[src/rtl/vx_bank_core_req_queue.sv]
// vx_bank_core_req_queue: per-bank batch FIFO that serializes each multi-lane request to one lane per pop
module vx_bank_core_req_queue #(
  parameter int NUM_REQUESTS = 4,
  parameter int WORD_SIZE    = 4,
  parameter int ADDR_WIDTH   = 30,
  parameter int TAG_WIDTH    = 8,
  parameter int QUEUE_SIZE   = 4,
  localparam int TW = NUM_REQUESTS > 1 ? $clog2(NUM_REQUESTS) : 1
) (
  input  logic                                  clk,
  input  logic                                  reset,
  input  logic [NUM_REQUESTS-1:0]               push_valid,
  input  logic [NUM_REQUESTS-1:0]               push_rw,
  input  logic [NUM_REQUESTS*WORD_SIZE-1:0]     push_byteen,
  input  logic [NUM_REQUESTS*ADDR_WIDTH-1:0]    push_addr,
  input  logic [NUM_REQUESTS*8*WORD_SIZE-1:0]   push_data,
  input  logic [TAG_WIDTH-1:0]                  push_tag,
  output logic                                  full,
  output logic                                  empty,
  input  logic                                  pop,
  output logic                                  out_valid,
  output logic [TW-1:0]                         out_tid,
  output logic                                  out_rw,
  output logic [WORD_SIZE-1:0]                  out_byteen,
  output logic [ADDR_WIDTH-1:0]                 out_addr,
  output logic [8*WORD_SIZE-1:0]                out_data,
  output logic [TAG_WIDTH-1:0]                  out_tag
);
  localparam int N  = NUM_REQUESTS;
  localparam int DW = 8 * WORD_SIZE;
  localparam int PW = $clog2(QUEUE_SIZE);
  localparam int SW = $clog2(QUEUE_SIZE + 1);
  logic [N-1:0]           mask_mem   [QUEUE_SIZE];
  logic [N-1:0]           rw_mem     [QUEUE_SIZE];
  logic [N*WORD_SIZE-1:0] byteen_mem [QUEUE_SIZE];
  logic [N*ADDR_WIDTH-1:0] addr_mem  [QUEUE_SIZE];
  logic [N*DW-1:0]        data_mem   [QUEUE_SIZE];
  logic [TAG_WIDTH-1:0]   tag_mem    [QUEUE_SIZE];
  logic [PW-1:0] rd_ptr, wr_ptr;
  logic [SW-1:0] size, size_next;
  logic [N-1:0]  head_mask, lane_sel, rest, next_head;
  logic          accept, do_pop, retire;
  assign out_valid = !empty;
  assign accept    = |push_valid && !full;
  assign do_pop    = pop && out_valid;
  assign rest      = head_mask & ~lane_sel;
  assign retire    = do_pop && rest == '0;
  assign size_next = size + SW'(accept) - SW'(retire);
  assign next_head = size == SW'(1) ? (accept ? push_valid : '0) : mask_mem[rd_ptr + PW'(1)];
  always_comb begin
    out_tid    = '0;
    lane_sel   = '0;
    out_rw     = rw_mem[rd_ptr][0];
    out_byteen = byteen_mem[rd_ptr][WORD_SIZE-1:0];
    out_addr   = addr_mem[rd_ptr][ADDR_WIDTH-1:0];
    out_data   = data_mem[rd_ptr][DW-1:0];
    out_tag    = tag_mem[rd_ptr];
    for (int i = N - 1; i >= 0; i--) begin
      if (head_mask[i]) begin
        out_tid     = TW'(i);
        lane_sel    = '0;
        lane_sel[i] = 1'b1;
        out_rw      = rw_mem[rd_ptr][i];
        out_byteen  = byteen_mem[rd_ptr][i*WORD_SIZE +: WORD_SIZE];
        out_addr    = addr_mem[rd_ptr][i*ADDR_WIDTH +: ADDR_WIDTH];
        out_data    = data_mem[rd_ptr][i*DW +: DW];
      end
    end
  end
  always_ff @(posedge clk) begin
    if (reset) begin
      rd_ptr    <= '0;
      wr_ptr    <= '0;
      size      <= '0;
      head_mask <= '0;
      empty     <= 1'b1;
      full      <= 1'b0;
    end else begin
      if (accept) wr_ptr <= wr_ptr + PW'(1);
      if (retire) rd_ptr <= rd_ptr + PW'(1);
      size      <= size_next;
      empty     <= size_next == '0;
      full      <= size_next == SW'(QUEUE_SIZE);
      head_mask <= retire ? next_head : do_pop ? rest : (empty && accept) ? push_valid : head_mask;
    end
  end
  always_ff @(posedge clk) begin
    if (accept) begin
      mask_mem[wr_ptr]   <= push_valid;
      rw_mem[wr_ptr]     <= push_rw;
      byteen_mem[wr_ptr] <= push_byteen;
      addr_mem[wr_ptr]   <= push_addr;
      data_mem[wr_ptr]   <= push_data;
      tag_mem[wr_ptr]    <= push_tag;
    end
  end
  always_ff @(posedge clk) begin
    if (!reset) begin
      assert (!(|push_valid && full)) else $warning("push dropped: queue full");
      assert (!(pop && !out_valid)) else $warning("pop ignored: no valid lane");
    end
  end
endmodule
[config.mk]
export PLATFORM = sky130hd
export DESIGN_NAME = vx_bank_core_req_queue
export DESIGN_NICKNAME = d
export VERILOG_FILES = /design/src/rtl/vx_bank_core_req_queue.sv
export SDC_FILE = /design/constraint.sdc
export NUM_CORES = 1
export LEC_CHECK = 0
export CAP_MARGIN = 20
export CORE_MARGIN = 2
export CORE_UTILIZATION = 35
export CTS_CLUSTER_DIAMETER = 60
export DETAILED_ROUTE_END_ITERATION = 10
export PLACE_DENSITY = 0.63
export SKIP_LAST_GASP = 1
export SLEW_MARGIN = 40
export SYNTH_ARGS = -nofsm -noshare
export SYNTH_HDL_FRONTEND = slang
export SYNTH_SLANG_ARGS = --single-unit
[constraint.sdc]
create_clock -name clk -period 16.8 [get_ports clk]
set_clock_uncertainty 0.05 [all_clocks]
set_input_delay 3.36 -clock clk [delete_from_list [all_inputs] [get_ports clk]]
set_output_delay 3.36 -clock clk [all_outputs]
set_load 0.03 [all_outputs]
==> impl_metrics.env <==
export IMPL_placement_io_buffers=362
export IMPL_grt_overflow=0
export IMPL_min_to="wr_ptr[0]"
export IMPL_cts_root_buf="clkbuf_16"
export IMPL_async_flop_share_pct=0
export IMPL_final_max_slew_viol_count=0
export IMPL_grt_pass1_vias=23288
export IMPL_totalWireLength_um=104000
export IMPL_final_antenna_net_count=0
export IMPL_synth_edf_count=1120
export IMPL_firstDrtPassIters=5
export IMPL_status="complete, no violations"
export IMPL_yosys_area_share_adder_pct=0.216
export IMPL_timing_critical_path_buf_inv=5
export IMPL_yosysSeqAreaShare_pct=77.1
export IMPL_synth_mux_area_share_pct=13.9
export IMPL_synth_top_area_share_pct=76.4
export IMPL_dominantRegCellSynth="edfxtp_1"
export IMPL_rsz0062_at_grt="false"
export IMPL_syn_nets=2441
export IMPL_maxCapViolations=0
export IMPL_synth_compound_area_share_pct=5.85
export IMPL_cts_setup_buffers=0
export IMPL_syn_area_per_cell_um2=20.5
export IMPL_ir_drop_v=0.000139
export IMPL_crit_chain="buf_12 > buf_12 > buf_16 > clkbuf_8 > mux4_2 > a21oi_1 > o211ai_1 > clkdlybuf4s50_1"
export IMPL_hp_class="flop to flop"
export IMPL_synth_top_area_cell="edfxtp_1"
export IMPL_vias=22604
export IMPL_cp_data_required_time_ps=13390
export IMPL_period_minus_slack_ps=8080
export IMPL_final_layout_size_suffix_gt1_share_pct=16.9
export IMPL_ctsResizeCount=0
export IMPL_tns_ps=0
export IMPL_dp_hpwl_um=60600
export IMPL_start_util_pct=35.1
export IMPL_cpMostUsedCell="buf_12"
export IMPL_antenna_found_initial=29
export IMPL_synth_top_family_by_area="multiplexers"
export IMPL_routed_via_density=5.25
export IMPL_fillCellCount=10762
export IMPL_hold_viol_final=0
export IMPL_power_density_nw_per_um2=195
export IMPL_ctsHoldBuffers=0
export IMPL_yosys_area_share_simple_pct=1.06
export IMPL_reg2reg_depth=11
export IMPL_core_area_um2=125000
export IMPL_dpl_cell_count=4067
export IMPL_tightest_slew_ps=885
export IMPL_synthTopCellsByArea="edfxtp_1, mux4_2, mux2i_1"
export IMPL_crit_path_max_incr_delay_ps=670
export IMPL_clock_latency_ps=720
export IMPL_areaGrowthSynthToFinish_pct=21.7
export IMPL_setup_viol_count_final=0
export IMPL_synth_cell_type_count=44
export IMPL_fp_dieW_um=359
export IMPL_grt_max_degree=98
export IMPL_die_area_um2=129000
export IMPL_fin_cells=4303
export IMPL_die_h_um=359
export IMPL_cts_tree="yes"
export IMPL_grt_usage_pct=15.8
export IMPL_arrival_ps=4670
export IMPL_cp_max_fo=60
export IMPL_pin_count=363
export IMPL_htreeDepth=3
export IMPL_worstReg2RegEnd="full"
export IMPL_ys_warn_count=0
export IMPL_power_leakage_nw=16.6
export IMPL_cp_start_kind="flop"
export IMPL_slew_headroom_pct=41.0
export IMPL_grt_pass1_wl_um=151000
export IMPL_syn_cell_area_um2=44000
export IMPL_ff2ff_setup_slack_ps=13580
export IMPL_finalCritPeriodShare_pct=48.1
export IMPL_fmax_mhz=124
export IMPL_cpMaxStageDelayCell="clkbuf_8"
export IMPL_ys_ff_latch=1135
export IMPL_hold_path_cell_count=2
export IMPL_clock_path_buffers=3
export IMPL_cts_buffers=120
export IMPL_critical_path_class="flop to output port"
export IMPL_reg2reg_from="head_mask[0]"
export IMPL_drc=0
export IMPL_drtIter0Drc=1838
export IMPL_end_kind="output port"
export IMPL_row_count=130
export IMPL_crit_family="buffers and inverters"
export IMPL_final_nets=2831
export IMPL_clock_sinks=1135
export IMPL_hp_start="wr_ptr[0]"
export IMPL_postSynthCellCount=2151
export IMPL_route_detailed_wl_per_inst_um=24.1
export IMPL_clkSlewWorstSetupHoldPaths_ps=60
export IMPL_synth_xor_area_share_pct=0.0995
export IMPL_gp_congestion=0.760
-- area by class of cell --
class | count | area (um^2) | share of cell area [%]
Antenna cell | 7 | 17.5 | 0.0327
Clock buffer | 159 | 3230 | 6.03
Clock inverter | 68 | 644 | 1.20
Inverter | 16 | 67.6 | 0.126
Multi-Input combinational cell | 866 | 9370 | 17.5
Sequential cell | 1135 | 33900 | 63.4
Tap cell | 1650 | 2060 | 3.86
Timing Repair Buffer | 402 | 4210 | 7.86
-- worst max path at each step --
| stage | slack (ps) | endpoint | depth (start not counted) |
|---|---|---|---|
| 4_1_cts | 8410 | out_addr[27] | 8 |
| 2_1_floorplan | 5990 | addr_mem[1][0] | 3 |
| 5_1_grt | 8370 | out_data[14] | 8 |
| 6_report | 8720 | out_data[14] | 8 |
| 3_3_place_gp | 8910 | out_addr[27] | 7 |
| 3_5_place_dp | 9240 | out_addr[27] | 8 |
-- placed cells by master (no fill, tap or decap), drive strengths merged, types with 5 or more instances in the layout --
cell type / Yosys / routed
mux4: 200 / 200
ha: 6 / 6
mux2: 15 / 15
o21ai: 95 / 95
clkdlybuf4s50: 0 / 362
dfxtp: 15 / 15
diode: 0 / 7
a21oi: 61 / 61
o221ai: 53 / 53
nor2: 13 / 13
nand2: 70 / 70
nor2b: 6 / 6
edfxtp: 1120 / 1120
o22ai: 13 / 13
clkbuf: 61 / 160
inv: 16 / 24
nor3: 5 / 5
clkinv: 0 / 48
buf: 73 / 39
mux2i: 146 / 146
a22o: 14 / 14
a211oi: 16 / 16
bufinv: 0 / 8
o211ai: 120 / 120
-- cell usage after synthesis, drive strengths merged (6+ instances only) --
cell type,count
inv,16
a21oi,61
mux2,15
o221ai,53
a22o,14
o22ai,13
o21ai,95
edfxtp,1120
dfxtp,15
mux4,200
nor2b,6
buf,73
mux2i,146
ha,6
a211oi,16
nand2,70
nor2,13
o211ai,120
clkbuf,61
-- routing by layer --
| layer | global-route usage [%] | routed length (um) | up-vias |
|---|---|---|---|
| li1 | - | - | 9868 |
| met1 | 20.3 | 41900 | 11807 |
| met2 | 26.3 | 51800 | 701 |
| met3 | 4.18 | 7320 | 186 |
| met4 | 5.07 | 2470 | 42 |
| met5 | 0 | 246 | - |
-- cells by family after synthesis --
group	Yosys count
fa+ha+maj	7
compound gates	385
flops	1135
simple gates	108
buf+inv	150
mux	361
xor+xnor	5
-- registers in the layout, summed over array words and instances (netlist names), 2 cells and up, named ones only --
name,flops
addr_mem,480
byteen_mem,64
data_mem,512
head_mask,4
mask_mem,16
rd_ptr,2
rw_mem,16
size,3
tag_mem,32
wr_ptr,2
-- metrics by stage --
stage | hold slack [ps] | instance area, um^2 | total power, mW | utilization [%] | worst slack, ps
final | 557 | 53500 | 10.4 | 42.8 | 8720
after global routing | 595 | 53500 | 10.9 | 42.7 | 8370
after CTS | 563 | 53500 | 10.5 | 42.7 | 8410
after detailed placement | 546 | 49600 | 7.96 | 39.6 | 9240
after global placement | 511 | 49400 | 7.84 | 39.4 | 8910
after floorplan | 488 | 44000 | 6.83 | - | 5990
-- report_power, final --
part	switching [mW]	total, mW	internal, mW	leakage [nW]
Sequential	0.183	4.27	4.09	10.6
Combinational	2.25	3.59	1.34	4.09
Clock	1.08	2.56	1.48	1.89
-- worst reg2reg max path, stage by stage (launching register included) --
cell      delay [ps]
dfxtp_4          380
buf_4            520
a211oi_1         190
o21ai_0          410
inv_1            170
ha_1             310
inv_1             40
ha_1             180
fa_1             410
xnor2_1          230
nand2_1          100
nor3_1           130
No activity file was read; power rests on OpenSTA's default activity.
